$ cat config.mk
export PLATFORM = sky130hd
export DESIGN_NAME = enigma_rotor_stage_flat
export DESIGN_NICKNAME = d
export VERILOG_FILES = /design/src/rtl/enigma_rotor_stage_pkg.sv /design/src/rtl/enigma_rotor_stage_if.sv /design/src/rtl/enigma_rotor_stage_rom.sv /design/src/rtl/enigma_rotor_stage.sv /design/src/flat_wrapper.sv
export SDC_FILE = /design/constraint.sdc
export NUM_CORES = 1
export LEC_CHECK = 0
export ABC_AREA = 1
export BUFFER_PORTS_ARGS = -buffer_cell sky130_fd_sc_hd__clkbuf_2
export CAP_MARGIN = 20
export CORE_ASPECT_RATIO = 1.75
export CORE_MARGIN = 2
export CORE_UTILIZATION = 37
export DETAILED_ROUTE_END_ITERATION = 8
export GPL_TIMING_DRIVEN = 0
export SLEW_MARGIN = 0
export SYNTH_ARGS = -nofsm -noshare
export SYNTH_HDL_FRONTEND = slang
export SYNTH_SLANG_ARGS = --single-unit
$ cat constraint.sdc
create_clock -name clk -period 7.93 [get_ports clk]
set_input_delay 1.586 -clock clk [delete_from_list [all_inputs] [get_ports clk]]
set_output_delay 1.586 -clock clk [all_outputs]
set_load 0.03 [all_outputs]
$ cat src/rtl/enigma_rotor_stage_pkg.sv
// Shared constants and helpers for the Enigma rotor stage: rotor types,
// notch positions, the Enigma I-V forward wirings and modular arithmetic.
package enigma_pkg;

  localparam int ALPHA_STD = 26;

  typedef enum logic [2:0] {
    ROTOR_I   = 3'd0,
    ROTOR_II  = 3'd1,
    ROTOR_III = 3'd2,
    ROTOR_IV  = 3'd3,
    ROTOR_V   = 3'd4,
    ROTOR_ID  = 3'd7
  } rotor_e;

  // Turnover positions: Q, E, V, J, Z
  localparam logic [4:0] NOTCH [5] = '{5'd16, 5'd4, 5'd21, 5'd9, 5'd25};

  // Forward wirings, leftmost character is the image of 'A'
  localparam logic [8*ALPHA_STD-1:0] WIRING [5] = '{
    "EKMFLGDQVZNTOWYHXUSPAIBCRJ",
    "AJDKSIRUXBLHWTMCQGZNPYFVOE",
    "BDFHJLCPRTXVZNYEIWGAKMUSQO",
    "ESOVPZJAYQUIRHXLNFTGKCWMDB",
    "VZBRGITYUPSDNHLXAWMJQOFECK"
  };

  // Operands must already be < m; one conditional correction is enough.
  // Synthesis trims the 32-bit arithmetic to the operand width plus one bit.
  function automatic int unsigned mod_add(input int unsigned a, input int unsigned b,
                                          input int unsigned m);
    int unsigned t;
    t = a + b;
    return (t >= m) ? t - m : t;
  endfunction

  function automatic int unsigned mod_sub(input int unsigned a, input int unsigned b,
                                          input int unsigned m);
    return (a >= b) ? a - b : a + m - b;
  endfunction

  // True when a rotor of type sel sits on its turnover position
  function automatic logic notch_hit(input logic [2:0] sel, input int unsigned pos);
    logic       has;
    logic [4:0] n;
    has = 1'b1;
    n   = '0;
    case (sel)
      3'd0:    n = NOTCH[0];
      3'd1:    n = NOTCH[1];
      3'd2:    n = NOTCH[2];
      3'd3:    n = NOTCH[3];
      3'd4:    n = NOTCH[4];
      default: has = 1'b0;
    endcase
    return has && (pos == 32'(n));
  endfunction

  // Forward wiring lookup; anything that is not a wired type or a legal
  // index passes through unchanged
  function automatic logic [4:0] wiring_fwd(input logic [2:0] sel, input int unsigned idx);
    logic [8*ALPHA_STD-1:0] w;
    logic [7:0]             c;
    logic                   wired;
    wired = 1'b1;
    w     = '0;
    case (sel)
      3'd0:    w = WIRING[0];
      3'd1:    w = WIRING[1];
      3'd2:    w = WIRING[2];
      3'd3:    w = WIRING[3];
      3'd4:    w = WIRING[4];
      default: wired = 1'b0;
    endcase
    if (!wired || idx >= 32'(ALPHA_STD)) return 5'(idx);
    c = w[8*(ALPHA_STD-1-idx) +: 8];
    return 5'(c - 8'd65);
  endfunction

endpackage

$ cat src/rtl/enigma_rotor_stage_if.sv
// Symbol paths of one rotor stage: forward (toward reflector), reverse
// (returning) and the invalid-symbol flag. master drives, slave is the stage.
interface enigma_rotor_stage_if
  import enigma_pkg::*;
#(
  parameter int W = $clog2(ALPHA_STD)
);
  logic         fwd_valid_in;
  logic [W-1:0] fwd_in;
  logic         fwd_valid_out;
  logic [W-1:0] fwd_out;
  logic         rev_valid_in;
  logic [W-1:0] rev_in;
  logic         rev_valid_out;
  logic [W-1:0] rev_out;
  logic         sym_err;

  modport master (
    output fwd_valid_in, fwd_in, rev_valid_in, rev_in,
    input  fwd_valid_out, fwd_out, rev_valid_out, rev_out, sym_err
  );

  modport slave (
    input  fwd_valid_in, fwd_in, rev_valid_in, rev_in,
    output fwd_valid_out, fwd_out, rev_valid_out, rev_out, sym_err
  );
endinterface

$ cat src/rtl/enigma_rotor_stage_rom.sv
// Combinational wiring lookup for one translation direction. The inverse
// table is not stored: it is found by searching the forward table.
module rotor_wiring_rom
  import enigma_pkg::*;
#(
  parameter int ALPHA = ALPHA_STD,
  parameter int W     = $clog2(ALPHA)
) (
  input  logic [2:0]   i_sel,
  input  logic [W-1:0] i_idx,
  input  logic         i_inv,
  output logic [W-1:0] o_sym
);
  // Real wirings only exist for the 26-letter alphabet
  localparam bit WIRED = (ALPHA == ALPHA_STD);

  // Forward is a direct lookup, inverse picks the entry that maps onto i_idx
  always_comb begin
    o_sym = i_idx;
    if (WIRED && (i_sel <= 3'(ROTOR_V)) && (32'(i_idx) < 32'(ALPHA_STD))) begin
      if (!i_inv) begin
        o_sym = W'(wiring_fwd(i_sel, 32'(i_idx)));
      end else begin
        for (int unsigned j = 0; j < 32'(ALPHA_STD); j++) begin
          if (wiring_fwd(i_sel, j) == 5'(i_idx)) o_sym = W'(j);
        end
      end
    end
  end
endmodule

$ cat src/rtl/enigma_rotor_stage.sv
// One clocked rotor stage: holds position, ring setting and wiring type,
// implements ratchet stepping, notch carry and the optional double step, and
// registers both translation directions with one cycle of latency.
module enigma_rotor_stage
  import enigma_pkg::*;
#(
  parameter int ALPHA       = ALPHA_STD,
  parameter int W           = $clog2(ALPHA),
  parameter int DOUBLE_STEP = 0
) (
  input  logic               clk,
  input  logic               rst,
  input  logic               i_load,
  input  logic [2:0]         i_rotor_sel,
  input  logic [W-1:0]       i_pos_load,
  input  logic [W-1:0]       i_ring_load,
  input  logic               i_key,
  input  logic               i_step_in,
  output logic               o_step_out,
  output logic [W-1:0]       o_position,
  enigma_rotor_stage_if.slave io
);
  localparam int unsigned A = unsigned'(ALPHA);

  // W is just wide enough for ALPHA-1, so a single subtract folds any load value
  function automatic logic [W-1:0] reduce(input logic [W-1:0] v);
    return (32'(v) >= A) ? W'(32'(v) - A) : v;
  endfunction

  logic [W-1:0] r_pos, r_ring;
  logic [2:0]   r_sel;
  logic         r_fwd_vld, r_rev_vld, r_sym_err;
  logic [W-1:0] r_fwd_out, r_rev_out;

  logic         w_at_notch, w_step;
  logic [W-1:0] w_pos_inc, w_shift;
  logic         w_fwd_bad, w_rev_bad;
  logic [W-1:0] w_fwd_idx, w_fwd_sym, w_fwd_map;
  logic [W-1:0] w_rev_idx, w_rev_sym, w_rev_map;

  // Pawl model: carry depends only on the key and this rotor's own notch,
  // never on whether this rotor itself is being stepped
  assign w_at_notch = (ALPHA == ALPHA_STD) && notch_hit(r_sel, 32'(r_pos));
  assign o_step_out = i_key & w_at_notch;
  assign w_step     = i_step_in | ((DOUBLE_STEP != 0) & i_key & w_at_notch);
  assign w_pos_inc  = W'(mod_add(32'(r_pos), 32'd1, A));
  assign o_position = r_pos;

  // Translation uses the position registered before this edge
  assign w_shift = W'(mod_sub(32'(r_pos), 32'(r_ring), A));

  // Forward path: shift in, wire, shift out; illegal symbols pass through
  assign w_fwd_bad = (32'(io.fwd_in) >= A);
  assign w_fwd_idx = W'(mod_add(32'(io.fwd_in), 32'(w_shift), A));
  assign w_fwd_map = w_fwd_bad ? io.fwd_in : W'(mod_sub(32'(w_fwd_sym), 32'(w_shift), A));

  rotor_wiring_rom #(.ALPHA(ALPHA), .W(W)) u_rom_fwd (
    .i_sel (r_sel),
    .i_idx (w_fwd_idx),
    .i_inv (1'b0),
    .o_sym (w_fwd_sym)
  );

  // Reverse path: same shape through the inverse wiring
  assign w_rev_bad = (32'(io.rev_in) >= A);
  assign w_rev_idx = W'(mod_add(32'(io.rev_in), 32'(w_shift), A));
  assign w_rev_map = w_rev_bad ? io.rev_in : W'(mod_sub(32'(w_rev_sym), 32'(w_shift), A));

  rotor_wiring_rom #(.ALPHA(ALPHA), .W(W)) u_rom_rev (
    .i_sel (r_sel),
    .i_idx (w_rev_idx),
    .i_inv (1'b1),
    .o_sym (w_rev_sym)
  );

  // Configuration and position; load wins over a step request
  always_ff @(posedge clk or posedge rst) begin
    if (rst) begin
      r_pos  <= '0;
      r_ring <= '0;
      r_sel  <= 3'(ROTOR_ID);
    end else if (i_load) begin
      r_pos  <= reduce(i_pos_load);
      r_ring <= reduce(i_ring_load);
      r_sel  <= i_rotor_sel;
    end else if (w_step) begin
      r_pos  <= w_pos_inc;
    end
  end

  // Forward output register; data holds while no new symbol arrives
  always_ff @(posedge clk or posedge rst) begin
    if (rst) begin
      r_fwd_vld <= 1'b0;
      r_fwd_out <= '0;
    end else begin
      r_fwd_vld <= io.fwd_valid_in;
      if (io.fwd_valid_in) r_fwd_out <= w_fwd_map;
    end
  end

  // Reverse output register; data holds while no new symbol arrives
  always_ff @(posedge clk or posedge rst) begin
    if (rst) begin
      r_rev_vld <= 1'b0;
      r_rev_out <= '0;
    end else begin
      r_rev_vld <= io.rev_valid_in;
      if (io.rev_valid_in) r_rev_out <= w_rev_map;
    end
  end

  // Invalid-symbol flag, aligned with the outputs it describes
  always_ff @(posedge clk or posedge rst) begin
    if (rst) r_sym_err <= 1'b0;
    else     r_sym_err <= (io.fwd_valid_in & w_fwd_bad) | (io.rev_valid_in & w_rev_bad);
  end

  assign io.fwd_valid_out = r_fwd_vld;
  assign io.fwd_out       = r_fwd_out;
  assign io.rev_valid_out = r_rev_vld;
  assign io.rev_out       = r_rev_out;
  assign io.sym_err       = r_sym_err;
endmodule
$ cat src/flat_wrapper.sv
// flat-port wrapper written by rule: the top's interface ports become plain ports
module enigma_rotor_stage_flat import enigma_pkg::*;
#(
  parameter int ALPHA       = ALPHA_STD,
  parameter int W           = $clog2(ALPHA),
  parameter int DOUBLE_STEP = 0
)
  (clk, rst, i_load, i_rotor_sel, i_pos_load, i_ring_load, i_key, i_step_in, o_step_out, o_position, io_fwd_valid_in, io_fwd_in, io_rev_valid_in, io_rev_in, io_fwd_valid_out, io_fwd_out, io_rev_valid_out, io_rev_out, io_sym_err);
  enigma_rotor_stage_if #(.W(W)) io_i ();
  input  logic clk;
  input  logic rst;
  input  logic i_load;
  input  logic [2:0] i_rotor_sel;
  input  logic [W-1:0] i_pos_load;
  input  logic [W-1:0] i_ring_load;
  input  logic i_key;
  input  logic i_step_in;
  output logic o_step_out;
  output logic [W-1:0] o_position;
  input wire logic [$bits(io_i.fwd_valid_in)-1:0] io_fwd_valid_in;
  input wire logic [$bits(io_i.fwd_in)-1:0] io_fwd_in;
  input wire logic [$bits(io_i.rev_valid_in)-1:0] io_rev_valid_in;
  input wire logic [$bits(io_i.rev_in)-1:0] io_rev_in;
  output wire logic [$bits(io_i.fwd_valid_out)-1:0] io_fwd_valid_out;
  output wire logic [$bits(io_i.fwd_out)-1:0] io_fwd_out;
  output wire logic [$bits(io_i.rev_valid_out)-1:0] io_rev_valid_out;
  output wire logic [$bits(io_i.rev_out)-1:0] io_rev_out;
  output wire logic [$bits(io_i.sym_err)-1:0] io_sym_err;
  assign io_i.fwd_valid_in = io_fwd_valid_in;
  assign io_i.fwd_in = io_fwd_in;
  assign io_i.rev_valid_in = io_rev_valid_in;
  assign io_i.rev_in = io_rev_in;
  assign io_fwd_valid_out = io_i.fwd_valid_out;
  assign io_fwd_out = io_i.fwd_out;
  assign io_rev_valid_out = io_i.rev_valid_out;
  assign io_rev_out = io_i.rev_out;
  assign io_sym_err = io_i.sym_err;
  enigma_rotor_stage #(.ALPHA(ALPHA), .W(W), .DOUBLE_STEP(DOUBLE_STEP)) u_core (.clk(clk), .rst(rst), .i_load(i_load), .i_rotor_sel(i_rotor_sel), .i_pos_load(i_pos_load), .i_ring_load(i_ring_load), .i_key(i_key), .i_step_in(i_step_in), .o_step_out(o_step_out), .o_position(o_position), .io(io_i));
endmodule
==> metrics.yaml, run 1 <==
placement:
  port_buffers: 48
  gp_congestion: 1.008
  dp_hpwl_um: 23170
synthesis:
  synth_area_sq_um: 7068
  yosys.area.top_type: "nand2_1"
  synth_fa_ha_area_share_pct: 14.80
  synth_cell_types: 61
  ys_warn_count: 0
  synthTopCellsByArea: "nand2_1 (16%), ha_1 (12%), nand3_1 (10%)"
  synth_edf_count: 0
  synth_top_area_share_pct: 16.30
  muxShareOfSynthArea_pct: 0.1416
  synth_xor_area_share_pct: 8.922
  synth-main-ff-cell: "dfrtp_1"
  postSynthCellCount: 1180
  synth_seq_area_share_pct: 9.258
  synth_compound_area_share_pct: 14.11
  synth_top_family_by_area: "simple AND/OR/NAND/NOR gates"
  synthesis.nets: 1287
  synthArstFlopShare_pct: 100.0
  ys_ff_latch: 26
  synthSimpleGateAreaFrac_pct: 41.55
  synth.avg_cell_area_sq_um: 5.990
setup_path:
  cp.required_ns: 8.08
  crit_fanout: 10
  crit_top_cell: "nand2_1"
  critical_path.slowest_cell: "dfrtp_2"
  r2r_setup_slack_ns: 0.51
  critPathMaxStageDelay_ns: 0.50
  cp.arrival_ns: 7.57
  r2r.worst_path.cells: 46
  endpoint_kind: "flop"
  startpoint_type: "flop"
  path_class: "reg -> reg"
clock_tree:
  cts_max_level: 1
  clock_latency_ns: 0.27
  cts_tree: "yes"
  clock_path_buffers: 2
  cts_sinks: 26
  cts.clk_slew.worst_paths_ns: 0.07
  numCtsBuffers: 3
  clock-root-buffer: "clkbuf_16"
floorplanning:
  core_area_sq_um: 18660
  pin_count: 49
  initial_core_util_pct: 37.87
  rows: 66
  fp.dieH_um: 186.8
  die_w_um: 108.5
  die_area_sq_um: 20270
routing:
  drt-wirelength-per-cell_um: 19.25
  met1Wirelength_um: 9665
  drt_first_iter_violations: 733
  dr.pass1.iters: 6
  wl_met2_um: 14710
  vias: 8446
  routed_wl_um: 28600
  viasPerCell: 5.684
  top_layer: "met4"
  drc: 0
  met3_length_um: 1487
  ant_nets: 0
cells_and_area:
  fillCellCount: 2109
  syn_to_final_growth_pct: 13.74
  final_cell_mix: "nand2_1 (303), nand3_1 (147), inv_1 (137), nor2_1 (104), ha_1 (58)"
  final_common_cell: "nand2_1"
  diodes: 0
  drive_above_1_share_pct: 15.63
  finish.utilization_pct: 43.07
  fin_nets: 1356
sta:
  setup_viol: 0
  timing.final.hold_violations: 0
  slew_headroom_pct: 36.58
  fin_skew_ns: 0.006970
  fmax_ghz: 0.1347
  tightest_slew_ns: 0.9477
  period_needed_ns: 7.422
  slew_violations: 0
  min_period_over_period_pct: 93.59
worst_hold_path:
  min_path_cells: 2
  hp-class: "reg -> reg"
global_route:
  grt_pass1_vias: 8435
  antenna_found_initial: 0
  grt_max_degree: 27
  grt_pass1_wl_um: 44660
  groute.usage.overall_pct: 28.40
  grt_overflow: 0
outcome:
  status: "completed"
job:
  cap_violations: 0
logic make-up (layout without fill, tap and decap cells):
logic type,Yosys count,in the layout
fa+ha+maj,77,77
simple gates,653,653
xor+xnor,66,66
mux,1,1
flops,26,26
buf+inv,192,260
compound gates,165,165
routing by layer:
| metal | global-route usage (%) | up-vias |
|---|---|---|
| met5 | 0 | - |
| met4 | 22.34 | 0 |
| met3 | 2.997 | 194 |
| met2 | 50.60 | 406 |
| met1 | 29.25 | 3829 |
| li1 | - | 4017 |
cells in the mapped netlist (6+ instances only):
master,number
inv_2,7
a31oi_1,13
a211oi_1,7
buf_1,7
xnor2_1,10
nand2_2,25
ha_1,66
a21oi_1,47
fa_1,11
o21ai_1,9
nand3_1,148
or2_2,8
nor4_1,6
nor2_1,105
nand2_4,7
xor2_1,52
nor3_1,13
nand4_1,16
o211ai_1,14
nand2_1,307
dfrtp_1,23
buf_2,13
o21ai_0,40
inv_1,148
clkbuf_1,6
through the flow:
| stage | worst slack (ns) | hold slack [ns] | setup TNS (ns) | area [sq um] | std cells |
|---|---|---|---|---|---|
| floorplan | 0.4774 | 0.4459 | 0 | 7068 | 1180 |
| global placement | -1.612 | 0.4614 | -6.222 | 7606 | 1466 |
| detailed placement | -1.595 | 0.4633 | -6.390 | 7606 | 1466 |
| CTS | 0.06606 | 0.4802 | 0 | 7797 | 1472 |
| global route | -0.09427 | 0.5166 | -0.1231 | 8039 | 1486 |
| finish | 0.5082 | 0.4795 | 0 | 8039 | 1486 |
what timing repair did:
item / 4_1_cts / 5_1_grt
endpoints found under the setup margin: 9 / 8
setup buffers: 2 / 13
hold buffers: 0 / 0
pin swaps: 2 / 9
gates resized for setup: 22 / 30
worst paths after layout:
kind                                   endpoint                  from
max                        u_core.io.fwd_out[1]  u_core.o_position[2]
min                            u_core.r_ring[0]      u_core.r_ring[0]
max reg2reg                u_core.io.fwd_out[1]  u_core.o_position[2]
min reg2reg                    u_core.r_ring[0]      u_core.r_ring[0]
max in group asynchronous       u_core.r_sel[1]                   rst
min in group asynchronous  u_core.io.rev_out[3]                   rst
area by class of cell:
class	count	area (sq um)	area share, %
plain buffers	34	212.7	2.646
clock buffers	3	75.07	0.9339
clock inverters	1	30.03	0.3735
inverters	158	606.8	7.549
multi-input cells	962	5776	71.84
flip-flops and latches	26	660.6	8.218
well taps	238	297.8	3.704
repair buffers	64	380.4	4.732
worst max-delay path, delay by kind of cell, from the launching register on:
family	cells	cell delay, ns
simple gates	24	3.06
flops	1	0.50
compound gates	9	1.58
buf+inv	8	0.91
fa+ha+maj	5	1.23
registers in the layout, indices dropped and copies added, names as in the netlist:
register                 cells
u_core.r_ring                5
u_core.io.rev_valid_out      1
u_core.io.fwd_out            5
u_core.io.rev_out            5
u_core.io.fwd_valid_out      1
u_core.io.sym_err            1
u_core.o_position            5
u_core.r_sel                 3
Power of run 1 is left out: the tool's default activity adds up to more than one toggle a clock period on the data nets, which glitch-free logic cannot reach.
==> inputs of run 2 (changes only) <==
Settings changed: CTS_BUF_LIST set to sky130_fd_sc_hd__clkbuf_4 sky130_fd_sc_hd__clkbuf_8.
==> metrics.yaml, run 2 (synthesis gave the netlist of run 1 again) <==
setup_path:
  path_class: "reg -> reg"
  crit_fanout: 10
  cp.required_ns: 8.10
  crit_top_cell: "nand2_1"
  crit_path_start: "u_core.o_position[1]"
  critical_path.slowest_cell: "dfrtp_2"
  r2r_start: "u_core.o_position[1]"
  endpoint_kind: "flop"
  critPathMaxStageDelay_ns: 0.47
  cp.arrival_ns: 7.58
  startpoint_type: "flop"
cells_and_area:
  fin_area_sq_um: 8004
  final_cell_mix: "nand2_1 (304), nand3_1 (147), inv_1 (137), nor2_1 (104), ha_1 (58)"
  final_common_cell: "nand2_1"
  layout.cells.non_filler: 1486
  diodes: 0
  syn_to_final_growth_pct: 13.24
  fillCellCount: 2120
  multi_input_comb_area_sq_um: 5774
  register_area_sq_um: 660.6
  fin_nets: 1356
  drive_above_1_share_pct: 15.38
floorplanning:
  initial_core_util_pct: 37.87
  core_area_sq_um: 18660
  pin_count: 49
  rows: 66
  fp.dieH_um: 186.8
  die_w_um: 108.5
  die_area_sq_um: 20270
sta:
  period_needed_ns: 7.407
  tightest_slew_ns: 0.9475
  slew_headroom_pct: 36.60
  min_period_over_period_pct: 93.41
  fin_skew_ns: 0.004370
  setup_viol: 0
  fmax_ghz: 0.1350
  timing.final.hold_violations: 0
  slew_violations: 0
placement:
  dp_hpwl_um: 23170
  gp_congestion: 1.008
  port_buffers: 48
  post-place-cells: 1466
  placed_area_sq_um: 7606
routing:
  drc: 0
  drt-wirelength-per-cell_um: 19.22
  ant_nets: 0
  wl_met2_um: 14710
  viasPerCell: 5.675
  met3_length_um: 1502
  vias: 8433
  top_layer: "met4"
  drt_first_iter_violations: 695
  routed_wl_um: 28560
  met1Wirelength_um: 9619
  dr.pass1.iters: 5
clock_tree:
  numCtsBuffers: 3
  clock_path_buffers: 2
  cts_max_level: 1
  cts_tree: "yes"
  clock-root-buffer: "clkbuf_8"
  cts_sinks: 26
  cts.clk_slew.worst_paths_ns: 0.10
  hold_buffers: 0
  clock_latency_ns: 0.29
global_route:
  grt_pass1_vias: 8419
  grt_overflow: 0
  grt_pass1_wl_um: 44580
  grt_max_degree: 27
  antenna_found_initial: 0
  groute.usage.overall_pct: 28.35
worst_hold_path:
  hp-class: "reg -> reg"
  hold_path.startpoint: "u_core.r_ring[0]"
job:
  cap_violations: 0
outcome:
  status: "completed"
[run 2: cell types whose count changed in the layout (fill, tap and decap cells not counted)]
cell / before / now
clkbuf_16: 3 / 0
clkbuf_8: 0 / 3
fa_1: 10 / 11
fa_2: 1 / 0
nand2_1: 303 / 304
nand2_2: 28 / 27
nand3_2: 3 / 2
nand3_4: 1 / 2
o21ai_1: 7 / 8
o21ai_2: 3 / 2
[run 2: metal layers]
metal  up-vias  track usage [%]
met5         -                0
met4         0            22.29
met3       187            2.892
met1      3801            29.20
met2       433            50.60
li1       4012                -
[run 2: path summary, 6_finish.rpt]
check                                       end  slack (ns)  cells past startpoint
min in group asynchronous  u_core.io.rev_out[3]        1.31                      2
hold / removal                 u_core.r_ring[0]        0.49                      2
setup reg to reg           u_core.io.fwd_out[1]        0.52                     48
setup / recovery           u_core.io.fwd_out[1]        0.52                     48
hold reg to reg                u_core.r_ring[0]        0.49                      2
max in group asynchronous       u_core.r_sel[1]        6.05                      3
[run 2: per-stage QoR]
step	setup slack, ns	setup TNS (ns)	utilization [%]	hold slack (ns)
after detailed placement	-1.595	-6.390	40.75	0.4633
after CTS	0.06314	0	41.57	0.4868
after global placement	-1.612	-6.222	40.75	0.4614
after global routing	-0.04424	-0.04424	42.89	0.5238
after floorplan	0.4774	0	-	0.4459
final	0.5228	0	42.89	0.4871
[run 2: timing repair]
action | in CTS | in global routing
resized for setup | 23 | 27
endpoints found under the setup margin | 9 | 8
pin swaps | 2 | 9
setup buffers | 1 | 14
[run 2: area by class of cell]
class | count | area share (%)
clock inverters | 1 | 0.3752
inverters | 158 | 7.582
well taps | 238 | 3.720
flip-flops and latches | 26 | 8.254
repair buffers | 64 | 4.752
multi-input cells | 962 | 72.14
plain buffers | 34 | 2.657
clock buffers | 3 | 0.5159
[run 2: critical path: cells and delay by family (launching register included)]
kind / cells / cell delay [ns]
buffers and inverters: 11 / 1.20
AOI/OAI and AO/OA: 5 / 0.83
xor gates and xnor gates: 3 / 0.52
DFF: 1 / 0.47
and+or+nand+nor: 22 / 2.52
adders and majority gates: 7 / 1.72
Power of run 2 is left out for the same reason.
